## src/rtl/vend_dpu.sv

```systemverilog
// Vending-machine datapath/control: coin accumulation, programmable price table,
// single-cycle vend strobe and change payout. Optional refund-on-cancel via VEND_DPU_REFUND_EN.
module vend_dpu #(
   parameter int CW          = 8,
   parameter int NSEL        = 2,
   parameter int MAXCREDIT   = 200,
   parameter int CHANGE_UNIT = 10
) (
   input  logic            clk,
   input  logic            rst,
   input  logic            coin_valid,
   input  logic [CW-1:0]   coin_val,
   input  logic            sel_valid,
   input  logic [NSEL-1:0] sel,
   input  logic            cancel,
   input  logic            prog_we,
   input  logic [NSEL-1:0] prog_addr,
   input  logic [CW-1:0]   prog_data,
   output logic [CW-1:0]   credit,
   output logic            vend_pulse,
   output logic [NSEL-1:0] vend_item,
   output logic            chg_pulse,
   output logic            coin_reject,
   output logic            err_insuff,
   output logic            busy
);

   localparam int NPRICE = 2 ** NSEL;
   localparam logic [CW:0]   MAX_C = (CW + 1)'(MAXCREDIT);
   localparam logic [CW-1:0] CU_C  = CW'(CHANGE_UNIT);

   typedef enum logic [1:0] {
      IDLE   = 2'd0,
      VEND   = 2'd1,
      CHANGE = 2'd2
   } state_t;

   state_t          state_reg;
   logic [CW-1:0]   credit_reg;
   logic [NSEL-1:0] vend_item_reg;
   logic            vend_pulse_reg;
   logic            chg_pulse_reg;
   logic            coin_reject_reg;
   logic            err_insuff_reg;
   logic            busy_reg;

   logic [CW-1:0]   price_tbl [NPRICE];
   logic [CW-1:0]   sel_price;
   logic [CW:0]     coin_sum;
   logic            cancel_req;

   // Each price entry is its own register so the whole table clears on reset.
   genvar gi;
   generate
      for (gi = 0; gi < NPRICE; gi++) begin : g_price
         logic [CW-1:0] price_reg;
         always_ff @(posedge clk) begin
            if (rst) begin
               price_reg <= '0;
            end else if (prog_we && (prog_addr == NSEL'(gi))) begin
               price_reg <= prog_data;
            end
         end
         assign price_tbl[gi] = price_reg;
      end
   endgenerate

`ifdef VEND_DPU_REFUND_EN
   assign cancel_req = cancel;
`else
   logic unused_cancel;
   assign unused_cancel = cancel;
   assign cancel_req    = 1'b0;
`endif

   assign sel_price = price_tbl[sel];
   assign coin_sum  = {1'b0, credit_reg} + {1'b0, coin_val};

   always_ff @(posedge clk) begin
      if (rst) begin
         state_reg       <= IDLE;
         credit_reg      <= '0;
         vend_item_reg   <= '0;
         vend_pulse_reg  <= 1'b0;
         chg_pulse_reg   <= 1'b0;
         coin_reject_reg <= 1'b0;
         err_insuff_reg  <= 1'b0;
         busy_reg        <= 1'b0;
      end else begin
         vend_pulse_reg  <= 1'b0;
         chg_pulse_reg   <= 1'b0;
         coin_reject_reg <= 1'b0;
         err_insuff_reg  <= 1'b0;
         case (state_reg)
            IDLE: begin
               // Priority: cancel, then selection, then coin; a coin losing arbitration bounces.
               if (cancel_req) begin
                  coin_reject_reg <= coin_valid;
                  state_reg       <= CHANGE;
                  busy_reg        <= 1'b1;
               end else if (sel_valid) begin
                  coin_reject_reg <= coin_valid;
                  if (credit_reg >= sel_price) begin
                     credit_reg     <= credit_reg - sel_price;
                     vend_item_reg  <= sel;
                     vend_pulse_reg <= 1'b1;
                     state_reg      <= VEND;
                     busy_reg       <= 1'b1;
                  end else begin
                     err_insuff_reg <= 1'b1;
                  end
               end else if (coin_valid) begin
                  if (coin_sum <= MAX_C) begin
                     credit_reg <= coin_sum[CW-1:0];
                  end else begin
                     coin_reject_reg <= 1'b1;
                  end
               end
            end
            VEND: begin
               coin_reject_reg <= coin_valid;
               if (credit_reg >= CU_C) begin
                  state_reg <= CHANGE;
               end else begin
                  state_reg <= IDLE;
                  busy_reg  <= 1'b0;
               end
            end
            CHANGE: begin
               coin_reject_reg <= coin_valid;
               if (credit_reg >= CU_C) begin
                  credit_reg    <= credit_reg - CU_C;
                  chg_pulse_reg <= 1'b1;
               end else begin
                  state_reg <= IDLE;
                  busy_reg  <= 1'b0;
               end
            end
            default: begin
               state_reg <= IDLE;
               busy_reg  <= 1'b0;
            end
         endcase
      end
   end

   assign credit      = credit_reg;
   assign vend_item   = vend_item_reg;
   assign vend_pulse  = vend_pulse_reg;
   assign chg_pulse   = chg_pulse_reg;
   assign coin_reject = coin_reject_reg;
   assign err_insuff  = err_insuff_reg;
   assign busy        = busy_reg;

endmodule
```

## config.mk

```make
export PLATFORM = sky130hd
export DESIGN_NAME = vend_dpu
export DESIGN_NICKNAME = d
export VERILOG_FILES = /design/src/rtl/vend_dpu.sv
export SDC_FILE = /design/constraint.sdc
export NUM_CORES = 1
export LEC_CHECK = 0
export ABC_AREA = 1
export BUFFER_PORTS_ARGS = -buffer_cell sky130_fd_sc_hd__buf_2
export CAP_MARGIN = 5
export CELL_PAD_IN_SITES_DETAIL_PLACEMENT = 0
export CELL_PAD_IN_SITES_GLOBAL_PLACEMENT = 1
export CORE_MARGIN = 5
export CORE_UTILIZATION = 37
export DETAILED_ROUTE_END_ITERATION = 8
export PLACE_DENSITY_LB_ADDON = 0.12
export SYNTH_ARGS = -nofsm -noshare
export SYNTH_HDL_FRONTEND = slang
export SYNTH_SLANG_ARGS = --single-unit
```

## constraint.sdc

```tcl
create_clock -name clk -period 2.3 [get_ports clk]
set_clock_uncertainty 0.1 [all_clocks]
set_input_delay 0.23 -clock clk [delete_from_list [all_inputs] [get_ports clk]]
set_output_delay 0.23 -clock clk [all_outputs]
set_load 0.02 [all_outputs]
```

==> out/qor.txt, run 1 <==
Top Layer Used: met4
Max IR drop VDD: 0.360 mV
Leakage: 1.99 nW
Critical Path Most Common Cell: nand2_2
Psw: 2.13 mW
max reg flops: 32
failing checks: setup timing
total wire length: 8910 microns
nets: 613
#FFs+latches synth: 49
pin count of the biggest net entering global routing: 46
Clock Sinks: 49
Routed WL per cell: 13.3 microns
full die area: 10400 sq um
initial antenna violation count: 0
final worst-path setup slack: -0.116 ns
Endpoint, Worst Hold: state_reg[1]$_SDFFE_PP0P_
Synth top area share: 0.314
Worst-path clk slew: 0.09 ns
die width: 102 microns
top_reg_cell synth: dfxtp_1
Setup Viol. Count Final: 6
EDFF count, synth: 0
H-tree levels: 2
Switching Fraction: 0.450
Mapped Area: 3120 sq um
core area: 8220 sq um
type of the worst min-delay path: input pin to flop
sequential share of the synthesized area: 0.314
Remaining Overflow, GRT: 0
Mapped Cells: 478
Layout fillers: 855
Seq pwr share: 0.236
CP max stage cell: fa_2
CTS tree: yes
Initial Util: 0.380
initial drt markers: 86
CP arrival: 2.55 ns
Comb pwr share: 0.657
worst reg-to-reg path cell count: 15
Startpoint Class: flop
Avg Inst Size Synth: 6.53 sq um
via-per-instance ratio: 4.89
pwr dens: 1160 nW/um^2
outcome: finished, violations left
max-slew violations: 0
Max stage delay on crit path: 0.41 ns
Mapped Nets: 527
first-pass GRT wire length: 14800 microns
clock root buffer: clkbuf_8
Remaining DRCs: 0
achievable frequency: 0.414 GHz
synth warn: 0
Reg2Reg Setup Slack: -0.12 ns
Crit. End Element: flop
hold path start: rst
Slew @ Worst Pin: 0.698 ns
FF-to-FF Start: credit[0]$_SDFFE_PP0P_
Final TNS setup: -0.409 ns
CTS Hold Bufs: 0
CP max FO: 5
layout cells sized above 1: 0.296
vias in the first global route: 3190
cell breakdown of the critical path: ha_4, fa_2, nand2_2, nand3_2, nand2_2, buf_4, nor3_1, nor2_1, nand3_4, nand2_4, nand2_4, buf_6, nand2_2, nand2_1, nor2_1
met2 wire length: 4470 microns
Design Area, Final: 4100 sq um
Internal: 2.61 mW
Vias: 3275
port bufs: 39
area leader, netlist: dfxtp_1
Num CTS Buffers: 5
Detailed Routing Iterations Pass 1: 5
Final Hold Vio Count: 0
Antenna Cells: 0
GR Util All Layers: 0.179
Post-DP HPWL: 6650 microns
asr flop ratio synth: 0
power share of the clock group: 0.107
placed cell area: 3720 sq um
worst slack at placement: -0.229 ns
die height: 102 microns
Hold Crit Depth: 2
critical path type: flop to flop
later-pin clock latency in the skew report: 0.30 ns
row cnt: 33
Reg2Reg Capture Point: credit[6]$_SDFFE_PP0P_
met3 WL post-DR: 384 microns
# IOs: 41
Final Cycle Share: 1.05
WP data required: 2.44 ns
post-synthesis cell type count: 33
Area Growth Syn to Fin: 31.2%
RSZ-0062 raised after global routing: yes
RD Place Congestion: 0.844
wl on met1: 3910 microns
Routed Antenna Nets: 0
fin crit period: 2.42 ns
max cap viols: 0
Area contributors post-synth: dfxtp_1 (31%), nor2_1 (11%), o21ai_0 (10%)
Clock Path Buffers: 2
Max-slew headroom: 0.534
metrics by stage:
step / util / hold slack [ns] / std cells / power [mW]
after floorplan: - / 0.199 / 478 / 2.79
after detailed placement: 0.453 / 0.340 / 652 / 3.72
after global routing: 0.499 / 0.0476 / 670 / 5.20
after global placement: 0.453 / 0.334 / 652 / 3.69
after CTS: 0.464 / 0.0372 / 660 / 4.25
final: 0.499 / 0.0487 / 670 / 4.73
per-layer routing:
| layer | up-vias | global-route usage |
|---|---|---|
| li1 | 1724 | - |
| met1 | 1474 | 0.224 |
| met2 | 66 | 0.315 |
| met3 | 11 | 0.0259 |
| met4 | 0 | 0.0595 |
| met5 | - | 0 |
power groups by stage:
stage | Clock [mW] | Sequential, mW | Combinational [mW]
after floorplan | 0 | 1.22 | 1.57
after global routing | 0.560 | 1.14 | 3.50
after CTS | 0.524 | 1.10 | 2.63
after global placement | 0 | 1.12 | 2.57
after detailed placement | 0 | 1.12 | 2.60
final | 0.506 | 1.12 | 3.11
layout by cell type, fill, tap and decap left out, drive strengths merged, types with 2 or more instances in the layout:
cell,n
nand2,88
xnor2,2
a21oi,35
fa,2
nand4,5
a31oi,3
o21ai,68
nand3b,4
clkbuf,7
nand3,23
ha,21
nor3,5
dfxtp,49
nor2,96
buf,90
xor2,3
inv,58
synth_stat cells, drive strengths merged, types with 4 or more instances:
library cell  count
nand2            88
nor3              5
dfxtp            49
ha               21
a21oi            35
clkbuf            9
nor2             96
nand4             5
nand3b            4
o21ai            68
nand3            23
inv              58
worst max path at each step:
stage / start / endpoint
floorplan: sel[0] / credit[1]$_SDFFE_PP0P_
global placement: sel[1] / credit[5]$_SDFFE_PP0P_
detailed placement: sel[0] / credit[6]$_SDFFE_PP0P_
CTS: g_price[1].price_reg[3]$_SDFFE_PP0P_ / credit[6]$_SDFFE_PP0P_
global route: credit[0]$_SDFFE_PP0P_ / credit[1]$_SDFFE_PP0P_
finish: credit[0]$_SDFFE_PP0P_ / credit[6]$_SDFFE_PP0P_
repair_timing:
item	4_1_cts	5_1_grt
cloned	0	0
pin swaps	1	33
resized for setup	2	75
setup endpoints to repair	8	14
setup buffers	0	11
layout make-up:
cell class | instances | area (sq um) | share of cell area
Timing Repair Buffer | 90 | 606 | 0.148
Multi-Input combinational cell | 359 | 2060 | 0.503
Clock inverter | 1 | 7.51 | 0.00183
Clock buffer | 7 | 76.3 | 0.0186
Tap cell | 105 | 131 | 0.0321
Sequential cell | 49 | 993 | 0.243
Inverter | 59 | 221 | 0.0541
cell families after synthesis:
| group | after synthesis | share of synthesized area |
|---|---|---|
| compound gates | 110 | 0.182 |
| xor+xnor | 5 | 0.0140 |
| fa+ha+maj | 23 | 0.0970 |
| buf+inv | 70 | 0.0869 |
| flops | 49 | 0.314 |
| simple gates | 221 | 0.306 |
critical path: cells and delay by family, from the launching register on:
family / cells / cell delay (ns)
adders and majority gates: 2 / 0.57
and+or+nand+nor: 11 / 1.10
DFF: 1 / 0.36
buffers and inverters: 2 / 0.24
Power figures use the tool's default switching activity.
==> run 2, diff against run 1 <==
--- a/config.mk
+++ b/config.mk
@@ -11,7 +11,7 @@
 export CELL_PAD_IN_SITES_DETAIL_PLACEMENT = 0
 export CELL_PAD_IN_SITES_GLOBAL_PLACEMENT = 1
 export CORE_MARGIN = 5
-export CORE_UTILIZATION = 37
+export CORE_UTILIZATION = 41
 export DETAILED_ROUTE_END_ITERATION = 8
 export PLACE_DENSITY_LB_ADDON = 0.12
 export SYNTH_ARGS = -nofsm -noshare
==> constraint.sdc (replaced) <==
create_clock -name clk -period 2.4 [get_ports clk]
set_clock_uncertainty 0.1 [all_clocks]
set_input_delay 0.24 -clock clk [delete_from_list [all_inputs] [get_ports clk]]
set_output_delay 0.24 -clock clk [all_outputs]
set_load 0.02 [all_outputs]
==> out/qor.txt, run 2 (synthesis results as in run 1) <==
fin crit period: 2.29 ns (-0.124 ns)
Antenna Cells: 0 (unchanged)
Max IR drop VDD: 0.309 mV (-14%)
Internal: 2.38 mW (-8.5%)
max-slew violations: 0 (unchanged)
later-pin clock latency in the skew report: 0.31 ns (about the same)
Reg2Reg Capture Point: credit[5]$_SDFFE_PP0P_
grt met2 use: 0.337 (+0.0217)
port bufs: 39 (unchanged)
RSZ-0062 raised after global routing: yes
worst slack at placement: -0.196 ns (+0.0323 ns)
Slew @ Worst Pin: 0.646 ns (-0.0515 ns)
Routed WL per cell: 13.2 microns (-0.71%)
H-tree levels: 2 (unchanged)
pwr dens: 1090 nW/um^2 (-5.4%)
Routed Antenna Nets: 0 (unchanged)
commonest non-fill, non-tap cell in the layout: nor2_1
Hold Crit Depth: 2 (unchanged)
most frequent cells in the layout: nor2_1 (93), nand2_1 (75), o21ai_0 (53)
max reg flops: 32 (unchanged)
type of the worst min-delay path: input pin to flop
Max-slew headroom: 0.569 (+0.0344)
Seq pwr share: 0.245 (+0.009)
Leakage: 1.95 nW (-2.1%)
Final TNS setup: 0 ns (+0.409 ns)
Clock Path Buffers: 2 (unchanged)
core area: 7330 sq um (-11%)
full die area: 9460 sq um (-8.8%)
Final Hold Vio Count: 0 (unchanged)
total power: 4.32 mW (-8.7%)
initial antenna violation count: 0 (unchanged)
pin count of the biggest net entering global routing: 46 (unchanged)
Area Growth Syn to Fin: 26.6%
# IOs: 41 (unchanged)
Psw: 1.94 mW (-8.9%)
Comb pwr share: 0.612 (-0.045)
initial drt markers: 92 (+7.0%)
layout cells sized above 1: 0.245 (-0.0510)
achievable frequency: 0.436 GHz (+5.4%)
Design Area, Final: 3960 sq um (-3.5%)
Layout fillers: 727 (-15%)
CTS tree: yes
Crit. End Element: flop
Startpoint Class: flop
CP startpoint: g_price[1].price_reg[0]$_SDFFE_PP0P_
die width: 97.3 microns (-4.5%)
Num CTS Buffers: 5 (unchanged)
fin util: 0.540 (+0.0410)
RD Place Congestion: 0.799 (-5.4%)
FF-to-FF Start: g_price[1].price_reg[0]$_SDFFE_PP0P_
Vias: 3267 (-0.24%)
last element of the critical path: credit[5]$_SDFFE_PP0P_
clock root buffer: clkbuf_8
via-per-instance ratio: 4.99 (+2.0%)
critical path type: flop to flop
outcome: finished clean
Non-Filler Instances: 655 (-2.2%)
Switching Fraction: 0.448 (-0.00107)
GR Util All Layers: 0.184 (+0.00495)
row cnt: 31 (-6.1%)
most used routing layer in global routing: met2
worst reg-to-reg path cell count: 13 (-2)
Initial Util: 0.426 (+0.0459)
placed cell area: 3690 sq um (-0.87%)
die height: 97.3 microns (-4.5%)
Remaining Overflow, GRT: 0 (unchanged)
CP arrival: 2.40 ns (-0.15 ns)
nets: 604 (-1.5%)
max cap viols: 0 (unchanged)
met3 track demand over resource: 0.0302 (+0.00421)
total wire length: 8650 microns (-2.9%)
power share of the clock group: 0.142 (+0.035)
final worst-path setup slack: 0.108 ns (+0.224 ns)
vias in the first global route: 3060 (-4.1%)
Clock Sinks: 49 (unchanged)
Detailed Routing Iterations Pass 1: 4 (-1)
CP max FO: 3 (-2)
placed cells: 643 (-1.4%)
met1 usage: 0.219 (-0.00515)
Setup Viol. Count Final: 0 (-6)
WHS: 0.0516 ns (+0.00294 ns)
Remaining DRCs: 0 (unchanged)
Final Cycle Share: 0.955 (-0.0954)
Post-DP HPWL: 6470 microns (-2.7%)
WP data required: 2.51 ns (+0.07 ns)
Reg2Reg Setup Slack: 0.11 ns (+0.22 ns)
first-pass GRT wire length: 14400 microns (-3.1%)
Worst-path clk slew: 0.09 ns (about the same)
run 2: critical path, cell delays in order, from the launching register on:
cell and delay, ns:
dfxtp_1 0.33, o21ai_1 0.13, o22ai_1 0.08, ha_1 0.21
fa_2 0.37, o21ai_2 0.16, nand2_1 0.10, nand4_4 0.12
o21ai_4 0.08, nor2_4 0.21, buf_6 0.13, nand3b_1 0.07
nand2_1 0.06, nor2_1 0.05
run 2: area by class of cell:
cell class              count  area, sq um  share of cell area
well taps                  99          124              0.0313
multi-input cells         359         1980               0.500
inverters                  59          225              0.0569
repair buffers             81          531               0.134
clock inverters             3         43.8              0.0111
clock buffers               5         68.8              0.0174
flip-flops and latches     49          986               0.249
run 2: power by group through the flow:
stage	Clock, mW	Sequential (mW)	Combinational [mW]
detailed placement	0	1.08	2.39
global placement	0	1.08	2.36
finish	0.615	1.06	2.65
CTS	0.631	1.06	2.40
global route	0.661	1.08	2.99
floorplan	0	1.17	1.51
run 2: worst min path at each step:
stage	from	endpoint	slack, ns
after floorplan	rst	state_reg[1]$_SDFFE_PP0P_	0.21
after global placement	g_price[3].price_reg[3]$_SDFFE_PP0P_	g_price[3].price_reg[3]$_SDFFE_PP0P_	0.33
after detailed placement	g_price[3].price_reg[1]$_SDFFE_PP0P_	g_price[3].price_reg[1]$_SDFFE_PP0P_	0.34
after CTS	rst	state_reg[1]$_SDFFE_PP0P_	0.04
after global routing	rst	state_reg[1]$_SDFFE_PP0P_	0.05
final	rst	state_reg[1]$_SDFFE_PP0P_	0.05
run 2: per-layer routing:
metal	vias to the layer above	wire (microns)
met3	10	324
li1	1709	-
met2	71	4410
met1	1477	3790
met5	-	0
met4	0	119
run 2: what timing repair did:
| item | in CTS | in global routing |
|---|---|---|
| gates resized for setup | 0 | 46 |
| setup buffers | 0 | 4 |
| hold buffers | 0 | 0 |
| setup endpoints to repair | 0 | 12 |
==> run 3, diff against run 2 <==
--- a/config.mk
+++ b/config.mk
@@ -13,6 +13,7 @@
 export CORE_MARGIN = 5
 export CORE_UTILIZATION = 41
 export DETAILED_ROUTE_END_ITERATION = 8
+export MAX_ROUTING_LAYER = met4
 export PLACE_DENSITY_LB_ADDON = 0.12
 export SYNTH_ARGS = -nofsm -noshare
 export SYNTH_HDL_FRONTEND = slang
==> out/qor.txt, run 3 (synthesis results as in run 1) <==
RSZ-0062 raised after global routing: yes
Post-DP HPWL: 6470 microns (unchanged)
GR Util All Layers: 0.189 (+0.00514)
initial antenna violation count: 0 (unchanged)
port bufs: 39 (unchanged)
first-pass GRT wire length: 14400 microns (unchanged)
Slew @ Worst Pin: 0.665 ns (+0.0186 ns)
Detailed Routing Iterations Pass 1: 6 (+2)
Crit. End Element: flop
Vias: 3281 (+0.43%)
worst reg-to-reg path cell count: 13 (unchanged)
vias in the first global route: 3062 (+0.065%)
Antenna Cells: 0 (unchanged)
WHS: 0.0501 ns (-0.00150 ns)
Max IR drop VDD: 0.307 mV (-0.67%)
fin crit period: 2.36 ns (+0.0644 ns)
WP data required: 2.51 ns (about the same)
Leakage: 1.96 nW (+0.45%)
die height: 97.3 microns (unchanged)
RD Place Congestion: 0.810 (+1.4%)
achievable frequency: 0.424 GHz (-2.7%)
Final Hold Vio Count: 0 (unchanged)
clock root buffer: clkbuf_8
via-per-instance ratio: 4.99 (+0.12%)
max-slew violations: 0 (unchanged)
Hold Crit Depth: 2 (unchanged)
CTS Hold Bufs: 0 (unchanged)
later-pin clock latency in the skew report: 0.31 ns (about the same)
max reg flops: 32 (unchanged)
fin util: 0.544 (+0.00410)
Worst-path clk slew: 0.10 ns (about the same)
Initial Util: 0.426 (unchanged)
final worst-path setup slack: 0.0437 ns (-0.0644 ns)
layout cells sized above 1: 0.256 (+0.0117)
max cap viols: 0 (unchanged)
row cnt: 31 (unchanged)
CTS tree: yes
Design Area, Final: 3990 sq um (+0.76%)
Critical Path Most Common Cell: nand2_1
Routed WL per cell: 13.2 microns (about the same)
Startpoint Class: flop
pin count of the biggest net entering global routing: 46 (unchanged)
Final Cycle Share: 0.982 (+0.0268)
total wire length: 8680 microns (+0.30%)
nets: 606 (+0.33%)
initial drt markers: 108 (+17%)
Remaining DRCs: 0 (unchanged)
worst slack at placement: -0.196 ns (unchanged)
cell breakdown of the critical path: o21ai_1, o22ai_1, ha_1, fa_2, o21ai_2, nand2_1, nand4_4, o21ai_4, nor2_4, buf_4, nand3b_1, nand2_1, nor2_1
die width: 97.3 microns (unchanged)
Clock Sinks: 49 (unchanged)
Setup Viol. Count Final: 0 (unchanged)
Clock Path Buffers: 2 (unchanged)
type of the worst min-delay path: input pin to flop
Area Growth Syn to Fin: 27.6%
Routed Antenna Nets: 0 (unchanged)
placed cell area: 3690 sq um (unchanged)
H-tree levels: 2 (unchanged)
critical path type: flop to flop
Num CTS Buffers: 5 (unchanged)
# IOs: 41 (unchanged)
outcome: finished clean
Max stage delay on crit path: 0.37 ns (about the same)
full die area: 9460 sq um (unchanged)
CP arrival: 2.47 ns (+0.07 ns)
most frequent cells in the layout: nor2_1 (92), nand2_1 (74), o21ai_0 (53)
commonest non-fill, non-tap cell in the layout: nor2_1
pwr dens: 1110 nW/um^2 (+1.1%)
Final TNS setup: 0 ns (unchanged)
CP max FO: 4 (+1)
core area: 7330 sq um (unchanged)
Max-slew headroom: 0.557 (-0.0118)
CP max stage cell: fa_2
Layout fillers: 726 (-0.14%)
Remaining Overflow, GRT: 0 (unchanged)
==> run 3: routing by layer <==
metal  track usage  vias to the layer above  wire length, microns  part of all wire
met3        0.0287                       12                   285             0.033
li1              -                     1711                     -                 -
met1         0.219                     1496                  3890              0.45
met4        0.0543                        0                   122             0.014
met2         0.338                       62                  4380              0.51
met5             -                        -                     0                 0
==> run 3: what timing repair did <==
action | in CTS | in global routing
gates resized for setup | 0 | 51
buffers inserted | 0 | 5
endpoints found under the setup margin | 0 | 12
==> run 3: power by group <==
part / switching, mW / internal, mW / leakage [nW]
clock network: 0.308 / 0.313 / 0.0585
logic: 1.57 / 1.16 / 1.49
registers: 0.115 / 0.945 / 0.404
==> run 3: path summary, 6_finish.rpt <==
path                                                             end                                 start  slack, ns
worst min register to register  g_price[3].price_reg[0]$_SDFFE_PP0P_  g_price[3].price_reg[0]$_SDFFE_PP0P_       0.35
worst max register to register                credit[5]$_SDFFE_PP0P_  g_price[1].price_reg[0]$_SDFFE_PP0P_       0.04
worst max-delay path                          credit[5]$_SDFFE_PP0P_  g_price[1].price_reg[0]$_SDFFE_PP0P_       0.04
worst min-delay path                       state_reg[1]$_SDFFE_PP0P_                                   rst       0.05
==> run 3: through the flow <==
stage	power, mW	std cells
final	4.41	657
after global routing	4.80	657
after CTS	4.09	651
after detailed placement	3.47	643
after global placement	3.44	643
after floorplan	2.67	478
==> run 3: worst max-delay path, delay by kind of cell (launching register included) <==
kind                     cells  cell delay, ns
AO/OA/AOI/OAI                4            0.45
adder cells (fa/ha/maj)      2            0.58
buffers and inverters        1            0.16
flip-flops                   1            0.33
AND/OR/NAND/NOR              6            0.63
==> run 3: final cells by class <==
class                      instances  area (sq um)  area share
sequential                        49           987       0.248
multi-input combinational        360          2000       0.502
clock inverter                     3          43.8      0.0110
timing repair buffer              82           534       0.134
tap                               99           124      0.0311
inverter                          59           225      0.0565
clock buffer                       5          68.8      0.0173
